===== src/rtl/encoder_pkg.sv =====
// Shared types and helpers for the quadrature encoder tick generator.
package encoder_pkg;

   // The encoding of each quadrature state is its {A,B} pair.
   typedef enum logic [1:0] {
      Q00 = 2'b00,
      Q10 = 2'b10,
      Q11 = 2'b11,
      Q01 = 2'b01
   } quad_state_t;

   typedef enum logic {
      IDLE = 1'b0,
      RUN  = 1'b1
   } gen_state_t;

   localparam int DEFAULT_TICKS_PER_MICROSECOND = 50;

   // Forward walks 00->10->11->01->00, reverse walks the same ring backwards.
   function automatic quad_state_t quad_next(input quad_state_t q, input logic dir);
      quad_state_t n;
      case (q)
         Q00:     n = dir ? Q10 : Q01;
         Q10:     n = dir ? Q11 : Q00;
         Q11:     n = dir ? Q01 : Q10;
         Q01:     n = dir ? Q00 : Q11;
         default: n = Q00;
      endcase
      return n;
   endfunction

   function automatic logic [1:0] quad_to_ab(input quad_state_t q);
      return q;
   endfunction

endpackage


===== src/rtl/us_strobe_gen.sv =====
// Microsecond prescaler: counts 0..T-1 while running, pulses us_strobe on the wrap.
module us_strobe_gen
   import encoder_pkg::*;
#(
   parameter int TICKS_PER_MICROSECOND = DEFAULT_TICKS_PER_MICROSECOND
) (
   input  logic clk,
   input  logic reset,
   input  logic clear,
   input  logic run,
   output logic us_strobe
);

   localparam logic [7:0] WRAP = 8'(TICKS_PER_MICROSECOND - 1);

   logic [7:0] prescaler;

   // Prescaler with synchronous clear taking priority over counting.
   always_ff @(posedge clk or posedge reset) begin
      if (reset) begin
         prescaler <= '0;
      end else if (clear) begin
         prescaler <= '0;
      end else if (run) begin
         if (prescaler == WRAP) prescaler <= '0;
         else                   prescaler <= prescaler + 8'd1;
      end
   end

   assign us_strobe = run && (prescaler == WRAP);

endmodule


===== src/rtl/encoder_tick_generator.sv =====
// Quadrature A/B generator: one Gray-coded step every period_us microseconds.
//
//  state | meaning
//  ------+-----------------------------------------------------------
//  IDLE  | outputs hold, waiting for enable with a non-zero period
//  RUN   | timing an interval; step on the last microsecond's wrap
module encoder_tick_generator
   import encoder_pkg::*;
#(
   parameter int TICKS_PER_MICROSECOND = DEFAULT_TICKS_PER_MICROSECOND
) (
   input  logic        clk,
   input  logic        reset,
   input  logic        enable,
   input  logic        direction,
   input  logic [31:0] period_us,
   output logic        enc_a,
   output logic        enc_b,
   output logic        state_change,
   output logic [31:0] position,
   output logic        busy
);

   localparam logic [0:0] ST_IDLE = IDLE;
   localparam logic [0:0] ST_RUN  = RUN;

   logic [0:0]  state;
   quad_state_t quad;
   logic [31:0] us_count;
   logic [31:0] active_period;
   logic        us_strobe;
   logic        step;
   logic        pre_clear;
   logic        pre_run;

   // Nested counters: the P*T product is never formed, so any 32-bit period is legal.
   assign step      = (state == ST_RUN) && enable && us_strobe &&
                      (us_count == active_period - 32'd1);
   assign pre_run   = (state == ST_RUN);
   assign pre_clear = (state == ST_IDLE) || !enable || step;

   us_strobe_gen #(
      .TICKS_PER_MICROSECOND(TICKS_PER_MICROSECOND)
   ) u_us_strobe (
      .clk       (clk),
      .reset     (reset),
      .clear     (pre_clear),
      .run       (pre_run),
      .us_strobe (us_strobe)
   );

   // FSM, interval counter and quadrature/position registers.
   always_ff @(posedge clk or posedge reset) begin
      if (reset) begin
         state         <= ST_IDLE;
         busy          <= 1'b0;
         quad          <= Q00;
         position      <= '0;
         state_change  <= 1'b0;
         us_count      <= '0;
         active_period <= '0;
      end else begin
         state_change <= 1'b0;
         case (state)
            ST_IDLE: begin
               if (enable && (period_us != '0)) begin
                  active_period <= period_us;
                  us_count      <= '0;
                  state         <= ST_RUN;
                  busy          <= 1'b1;
               end
            end
            ST_RUN: begin
               // Dropping enable wins over a step due on the same edge.
               if (!enable) begin
                  state    <= ST_IDLE;
                  busy     <= 1'b0;
                  us_count <= '0;
               end else if (step) begin
                  quad          <= quad_next(quad, direction);
                  position      <= direction ? position + 32'd1 : position - 32'd1;
                  state_change  <= 1'b1;
                  us_count      <= '0;
                  active_period <= period_us;
                  if (period_us == '0) begin
                     state <= ST_IDLE;
                     busy  <= 1'b0;
                  end
               end else if (us_strobe) begin
                  us_count <= us_count + 32'd1;
               end
            end
            default: begin
               state <= ST_IDLE;
               busy  <= 1'b0;
            end
         endcase
      end
   end

   assign {enc_a, enc_b} = quad_to_ab(quad);

endmodule


===== config.mk =====
export PLATFORM = sky130hd
export DESIGN_NAME = encoder_tick_generator
export DESIGN_NICKNAME = d
export VERILOG_FILES = /design/src/rtl/encoder_pkg.sv /design/src/rtl/us_strobe_gen.sv /design/src/rtl/encoder_tick_generator.sv
export SDC_FILE = /design/constraint.sdc
export NUM_CORES = 1
export LEC_CHECK = 0
export CAP_MARGIN = 20
export CORE_MARGIN = 2
export CORE_UTILIZATION = 39
export CTS_CLUSTER_SIZE = 16
export DETAILED_ROUTE_END_ITERATION = 7
export SLEW_MARGIN = 20
export SYNTH_ARGS = -nofsm -noshare
export SYNTH_HDL_FRONTEND = slang
export SYNTH_SLANG_ARGS = --single-unit

===== constraint.sdc =====
create_clock -name clk -period 7.3 [get_ports clk]
set_input_delay 1.46 -clock clk [delete_from_list [all_inputs] [get_ports clk]]
set_output_delay 1.46 -clock clk [all_outputs]
set_load 0.01 [all_outputs]

==> results.md, run 1 <==
* Fin Setup TNS at 0 ps
* Final #Nets at 925
* Seq/Total Area, Yosys at 0.375
* Slew Limit Fails at 0
* Dpl cells at around 1100
* Vias in the first global route at roughly 5600
* CTS tree: yes
* WP data required at 7500 ps
* Tightest Pin Transition at 1020 ps
* Slew headroom at 0.318
* Reg-to-reg critical path startpoint: active_period[3]
* Outcome: complete, no violations
* DR vias at 5884
* Largest area contributor in the netlist: dfrtp_1
* Num CTS Buffers at 9
* Vias per cell at 5.41
* FFs w/ async S/R, synth at 1.00
* Crit path arrival time at 5400 ps
* DRC at 0
* Crit path max fanout at 21
* Synth Register Bits at 109
* Post-layout minimum cycle time at around 5200 ps
* Root Buffer: clkbuf_16
* Synth Cell Area at between 7000 and 8000 um^2
* Cts hold-fix bufs at 0
* CTS sink cnt at 109
* Synth Instances at 797
* Area Growth Syn to Fin at 16.4%
* Final Hold Vio Count at 0
* DIE AREA at just under 20000 um^2
* Clock group share of total power at 0.348
* Setup violators final at 0
* PostCTS Resize Cnt at 0
* Commonest non-fill, non-tap cell in the layout: dfrtp_1
* Area share of the largest cell type after synthesis at 0.375
* Clk buf depth at 2
* FMAX at 192 MHz
* Syn. warnings at 0
* Synth top area cells: dfrtp_1 37%, xor2_1 6.6%, ha_1 5.8%
* Hold slack at 487 ps
* DP Worst Slack at between 1500 and 2000 ps
* GRT overflow at 0
* Final Cycle Share at 0.712
* Static Leak at 3.55 nW
* Synthesized Nets at 868
* Initial DRC Count at approximately 330
* Antenna violations before repair at 0
* Fillers at 1744
* WS Path Type: primary input to flip-flop
* Clk_lat worst skew at around 360 ps
* Crit path from: direction
* Kind of end point of the critical path: flip-flop
* Die height at about 140 um
* Rows at 49
* Global-route usage over all layers at 0.181
* Most frequent cells in the layout: 109 x dfrtp_1, 92 x nand2_1, 71 x clkdlybuf4s50_1
* Final WS setup at 2100 ps
* Initial core utilization at 0.401
* PwrDens at around 170 nW/um^2
* Die Wd at between 100 and 150 um
* Wire per inst at 16.0 um
* Hold Startpoint: position[31]
* CTS clk-pin slew, worst paths at around 70 ps
* Core area at 18100 um^2
* Fin util at 0.467
* Post-synth EDFFs at 0
* P_int at 0.00103 W
* Gpl congestion at 0.861
* Detail Route Antenna Nets at 0
* # port buffers at 71
* Worst VDD drop at 0.119 mV
* Comb pwr share at 0.170
* Synth unique cells at 69
* Wirelength, routed at 17400 um
* Max-cap violations at 0
* Fin cells at approximately 1100
* HP Class: flip-flop to flip-flop
* Clock Skew at approximately 9 ps
* Top_reg_cell synth: dfrtp_1
* Switching Fraction at 0.298
* RSZ-0062 raised after global routing: false
* Worst setup SP type: primary input
* Num ports at just over 70
* Buffer count from post-CTS setup fixing at 0
* Reg power frac at 0.483
* Depth of the CTS H-tree at 3
* Psw at 0.000437 W
* Avg Cell Area, Syn at 9.13 um^2
* First-pass GRT wire length at 28800 um
* Dpl hpwl at 12700 um
* Pin count of the biggest net entering global routing at between 60 and 70
* Share of cells above drive strength 1 at 0.0757
* Initial DRT Pass Iterations at 5
* Antenna diode count at 0
==> power groups by stage <==
stage / registers, W / clock network [W] / logic, W
finish: 0.000708 / 0.000510 / 0.000249
global route: 0.000717 / 0.000554 / 0.000277
CTS: 0.000708 / 0.000528 / 0.000250
detailed placement: 0.000720 / 0 / 0.000248
global placement: 0.000719 / 0 / 0.000246
floorplan: 0.000687 / 0 / 0.000203
==> flip-flops by register name (all words and copies together) (netlist names) <==
name	count
active_period	32
position	32
us_count	32
u_us_strobe.prescaler	8
quad	2
busy	1
pre_run	1
state_change	1
==> through the flow <==
stage                     area, um^2  total power (W)
final                           8470          0.00147
after CTS                       8440          0.00149
after detailed placement        8140         0.000968
after global placement          8140         0.000964
after floorplan                 7280         0.000890
after global routing            8470          0.00155
==> synth_stat cells, types with 4 or more instances <==
library cell / number
dfrtp_1: 109
nand2_1: 92
nor2_1: 67
xor2_1: 55
o21ai_0: 52
xnor2_1: 46
a21oi_1: 43
ha_1: 34
mux2_2: 28
inv_1: 23
nand3_1: 19
nand4_1: 18
nor3_1: 18
nor4_1: 16
clkbuf_1: 14
and3_1: 9
or3_1: 9
or4_1: 9
a211oi_1: 7
and2_1: 7
a21o_1: 6
buf_2: 6
o21a_1: 6
or2_2: 6
mux2_1: 5
nor3b_1: 5
o211ai_1: 5
a31oi_1: 4
buf_4: 4
mux2i_1: 4
nand2b_1: 4
o2111ai_1: 4
o21bai_1: 4
o31ai_1: 4
==> area by class of cell <==
class                      count  area, um^2  share of cell area
inverter                      23        88.8              0.0105
clock buffer                  10         229              0.0270
tap                          229         287              0.0338
sequential                   109        2730               0.322
clock inverter                 6        71.3             0.00842
timing repair buffer          74         753              0.0889
multi-input combinational    637        4310               0.509
==> routing by layer <==
metal  GRT usage  vias to the layer above  share of wire
met1       0.253                     2823           0.50
li1            -                     2969              -
met5           0                        -              0
met4      0.0468                        0          0.011
met3      0.0319                       14          0.031
met2       0.292                       78           0.46
==> worst paths after layout <==
path	end	slack (ps)	cells after the start
worst max-delay path	position[29]	2100	14
worst min-delay path	position[31]	490	1
worst max register to register	active_period[21]	2240	10
worst min register to register	position[31]	490	1
max in group asynchronous	position[15]	4540	3
min in group asynchronous	quad[0]	1550	2
==> critical path, stage by stage <==
cell,delay (ps)
clkdlybuf4s50_1,570
inv_1,270
buf_4,320
ha_1,260
a211oi_1,260
o21ai_0,160
o21ai_0,270
a21boi_0,210
a311oi_1,480
a21oi_1,240
a21oi_1,330
a31oi_1,160
o41ai_1,280
o21ai_0,120
==> kinds of logic (layout without fill, tap and decap cells) <==
| family | count (synthesis) | after routing | synth area share |
|---|---|---|---|
| multiplexers | 37 | 37 | 0.0566 |
| buffers and inverters | 51 | 113 | 0.0327 |
| AO/OA/AOI/OAI | 167 | 167 | 0.147 |
| AND/OR/NAND/NOR | 297 | 297 | 0.207 |
| XOR/XNOR | 101 | 101 | 0.122 |
| adder cells (fa/ha/maj) | 35 | 35 | 0.0612 |
| flip-flops | 109 | 109 | 0.375 |
Power figures use the tool's default switching activity.
==> inputs of run 2 (changes only) <==
Clock period 7.3 ns to 4.5 ns, I/O delays scaled along.
==> run 2 against run 1 <==
  * First-iteration DRC count is 13% lower
  * Worst setup slack worse by 1700 ps
  * Clock skew grew 1.3 ps
  * Clock power up 58%
  * Final cell count is 1.9% higher
  * Combinational power is 68% higher
  * Critical path type unchanged
  * Largest cell class unchanged
==> results.md, run 2 (same netlist as run 1, synthesis figures left out) <==
* Share of cells above drive strength 1 at 0.100 (was 0.0757)
* Detail Route Antenna Nets at 0 (unchanged)
* Slew Limit Fails at 0 (unchanged)
* Psw at 0.000721 W (was 0.000437 W)
* Final Hold Vio Count at 0 (unchanged)
* Depth of the CTS H-tree at 3 (unchanged)
* Final Cycle Share at 0.902
* Core area at 18100 um^2 (unchanged)
* Switching Fraction at 0.304 (was 0.298)
* FF-to-FF setup slack at 450 ps (was 2240 ps)
* Worst setup SP type: primary input (unchanged)
* Antenna diode count at 0 (unchanged)
* Slew headroom at 0.527 (was 0.318)
* Final #Nets at 946 (was 925)
* DRC at 0 (unchanged)
* Gpl congestion at 0.851 (was 0.861)
* Initial core utilization at 0.401 (unchanged)
* CTS sink cnt at 109 (unchanged)
* Antenna violations before repair at 0 (unchanged)
* Vias per cell at 5.34 (was 5.41)
* Crit path max fanout at 8 (was 21)
* DR vias at 5917 (was 5884)
* Outcome: complete, no violations (unchanged)
* PwrDens at 275 nW/um^2 (was 173 nW/um^2)
* HP Class: flip-flop to flip-flop (unchanged)
* Clock Skew at 10.2 ps (was 8.89 ps)
* Comb pwr share at 0.177 (was 0.170)
* Clock group share of total power at 0.340 (was 0.348)
* Reg-to-Reg End: us_count[24] (was active_period[21])
* Max-cap violations at 0 (unchanged)
* Num ports at 72 (unchanged)
* Reg power frac at 0.483 (about the same)
* Crit path from: direction (unchanged)
* Crit path arrival time at 4290 ps (was 5400 ps)
* WS Path Type: primary input to flip-flop (unchanged)
* Post-layout minimum cycle time at 4060 ps
* WP data required at 4730 ps (was 7500 ps)
* CP Cell Sequence: clkdlybuf4s50_1 -> inv_1 -> fa_1 -> a21oi_1 -> o21ai_0 -> a211oi_1 -> nor3_1 -> a2111oi_0 -> buf_4 -> o31ai_1 -> a21oi_1 -> o31ai_1 -> xnor2_1 -> o21ai_0 (was clkdlybuf4s50_1 -> inv_1 -> buf_4 -> ha_1 -> a211oi_1 -> o21ai_0 -> o21ai_0 -> a21boi_0 -> a311oi_1 -> a21oi_1 -> a21oi_1 -> a31oi_1 -> o41ai_1 -> o21ai_0)
* CTS clk-pin slew, worst paths at 80 ps (was 70 ps)
* P_int at 0.00165 W (was 0.00103 W)
* GRT overflow at 0 (unchanged)
* Global-route usage over all layers at 0.183 (was 0.181)
* Hold Startpoint: position[31] (unchanged)
* # port buffers at 71 (unchanged)
* Worst VDD drop at 0.184 mV (was 0.119 mV)
* Pin count of the biggest net entering global routing at 58 (was 61)
* CTS tree: yes (unchanged)
* Reg-to-reg critical path startpoint: active_period[13] (was active_period[3])
* FMAX at 246 MHz
* Die height at 141 um (unchanged)
* Buffer count from post-CTS setup fixing at 0 (unchanged)
* Most frequent cells in the layout: 109 x dfrtp_1, 92 x nand2_1, 71 x clkdlybuf4s50_1 (unchanged)
* Commonest non-fill, non-tap cell in the layout: dfrtp_1 (unchanged)
* RSZ-0062 raised after global routing: false (unchanged)
* Worst-case reg-to-reg path depth at 10 (unchanged)
* Final WS setup at 442 ps (was 2100 ps)
* Slowest cell on crit path: a2111oi_0 (was clkdlybuf4s50_1)
* Area Growth Syn to Fin at 18.4% (was 16.4%)
* Die Wd at 141 um (unchanged)
* Dpl hpwl at 12900 um (was 12700 um)
* Wire per inst at 15.6 um (was 16.0 um)
* Wirelength, routed at 17300 um (was 17400 um)
* Initial DRT Pass Iterations at 4 (was 5)
* Clk buf depth at 2 (unchanged)
* Fin Setup TNS at 0 ps (unchanged)
* Slowest stage delay, CP at 510 ps (was 570 ps)
* Hold path cells at 1 (unchanged)
* Vias in the first global route at 5764 (was 5633)
* Clk_lat worst skew at 360 ps (about the same)
* Kind of end point of the critical path: flip-flop (unchanged)
* First-pass GRT wire length at 29400 um (was 28800 um)
* Static Leak at 3.65 nW (was 3.55 nW)
* Worst Hold Endpoint: position[31] (unchanged)
* Initial DRC Count at 284 (was 326)
* Num CTS Buffers at 9 (unchanged)
* Root Buffer: clkbuf_16 (unchanged)
* DP Worst Slack at 71.6 ps (was 1750 ps)
* Tightest Pin Transition at 708 ps (was 1020 ps)
* Setup violators final at 0 (unchanged)
* DIE AREA at 19800 um^2 (unchanged)
* Regs by FF count: active_period x32, position x32, us_count x32 (unchanged)
* Rows at 49 (unchanged)
## run 2: cell types whose count changed in the layout (fill, tap and decap cells not counted), sizes merged
cell / previous run / this run
clkinv: 2 / 1
bufinv: 1 / 0
clkinvlp: 2 / 1
buf: 3 / 24
inv: 24 / 27
## run 2: repair_timing
item | CTS | global route
setup endpoints to repair | 0 | 1
hold buffers | 0 | 0
resized for setup | 0 | 1
## run 2: worst max-delay path by stage
stage,end,slack [ps],cells past startpoint
finish,position[30],440,14
CTS,us_count[24],410,10
global route,us_count[25],120,10
global placement,position[30],140,15
detailed placement,position[29],70,15
floorplan,position[31],570,12
## run 2: cell type report
cell class / instances / area, um^2
fillers: 1756 / 9530
clock buffers: 10 / 239
clock inverters: 6 / 53.8
well taps: 229 / 287
inverters: 23 / 88.8
multi-input cells: 637 / 4320
flip-flops and latches: 109 / 2730
repair buffers: 95 / 903
## run 2: per-layer routing
layer  vias to the layer above  part of all wire  track usage
met5                         -                 0            0
met4                         0             0.014       0.0526
met3                        18             0.025       0.0282
met2                        55              0.45        0.289
met1                      2824              0.51        0.263
li1                       3020                 -            -
## run 2: power by group through the flow
stage / sequential [W] / clock (W) / combinational, W
floorplan: 0.00111 / 0 / 0.000329
global placement: 0.00116 / 0 / 0.000419
detailed placement: 0.00116 / 0 / 0.000422
CTS: 0.00114 / 0.000835 / 0.000424
global route: 0.00116 / 0.000873 / 0.000473
finish: 0.00114 / 0.000806 / 0.000419
## run 2: metrics by stage
step	power, W	instances	hold slack (ps)	instance area, um^2	util
3_5_place_dp	0.00158	1093	476	8320	0.458
4_1_cts	0.00240	1109	493	8610	0.474
3_3_place_gp	0.00158	1093	479	8320	0.458
2_1_floorplan	0.00144	797	497	7280	-
6_report	0.00237	1109	491	8620	0.475
5_1_grt	0.00250	1109	503	8620	0.475
## run 2: worst max-delay path, delay by kind of cell
| family | cells | cell delay (ps) |
|---|---|---|
| AOI/OAI and AO/OA | 8 | 1800 |
| buffers and inverters | 3 | 850 |
| adders and majority gates | 1 | 490 |
| and+or+nand+nor | 1 | 110 |
| xor gates and xnor gates | 1 | 140 |
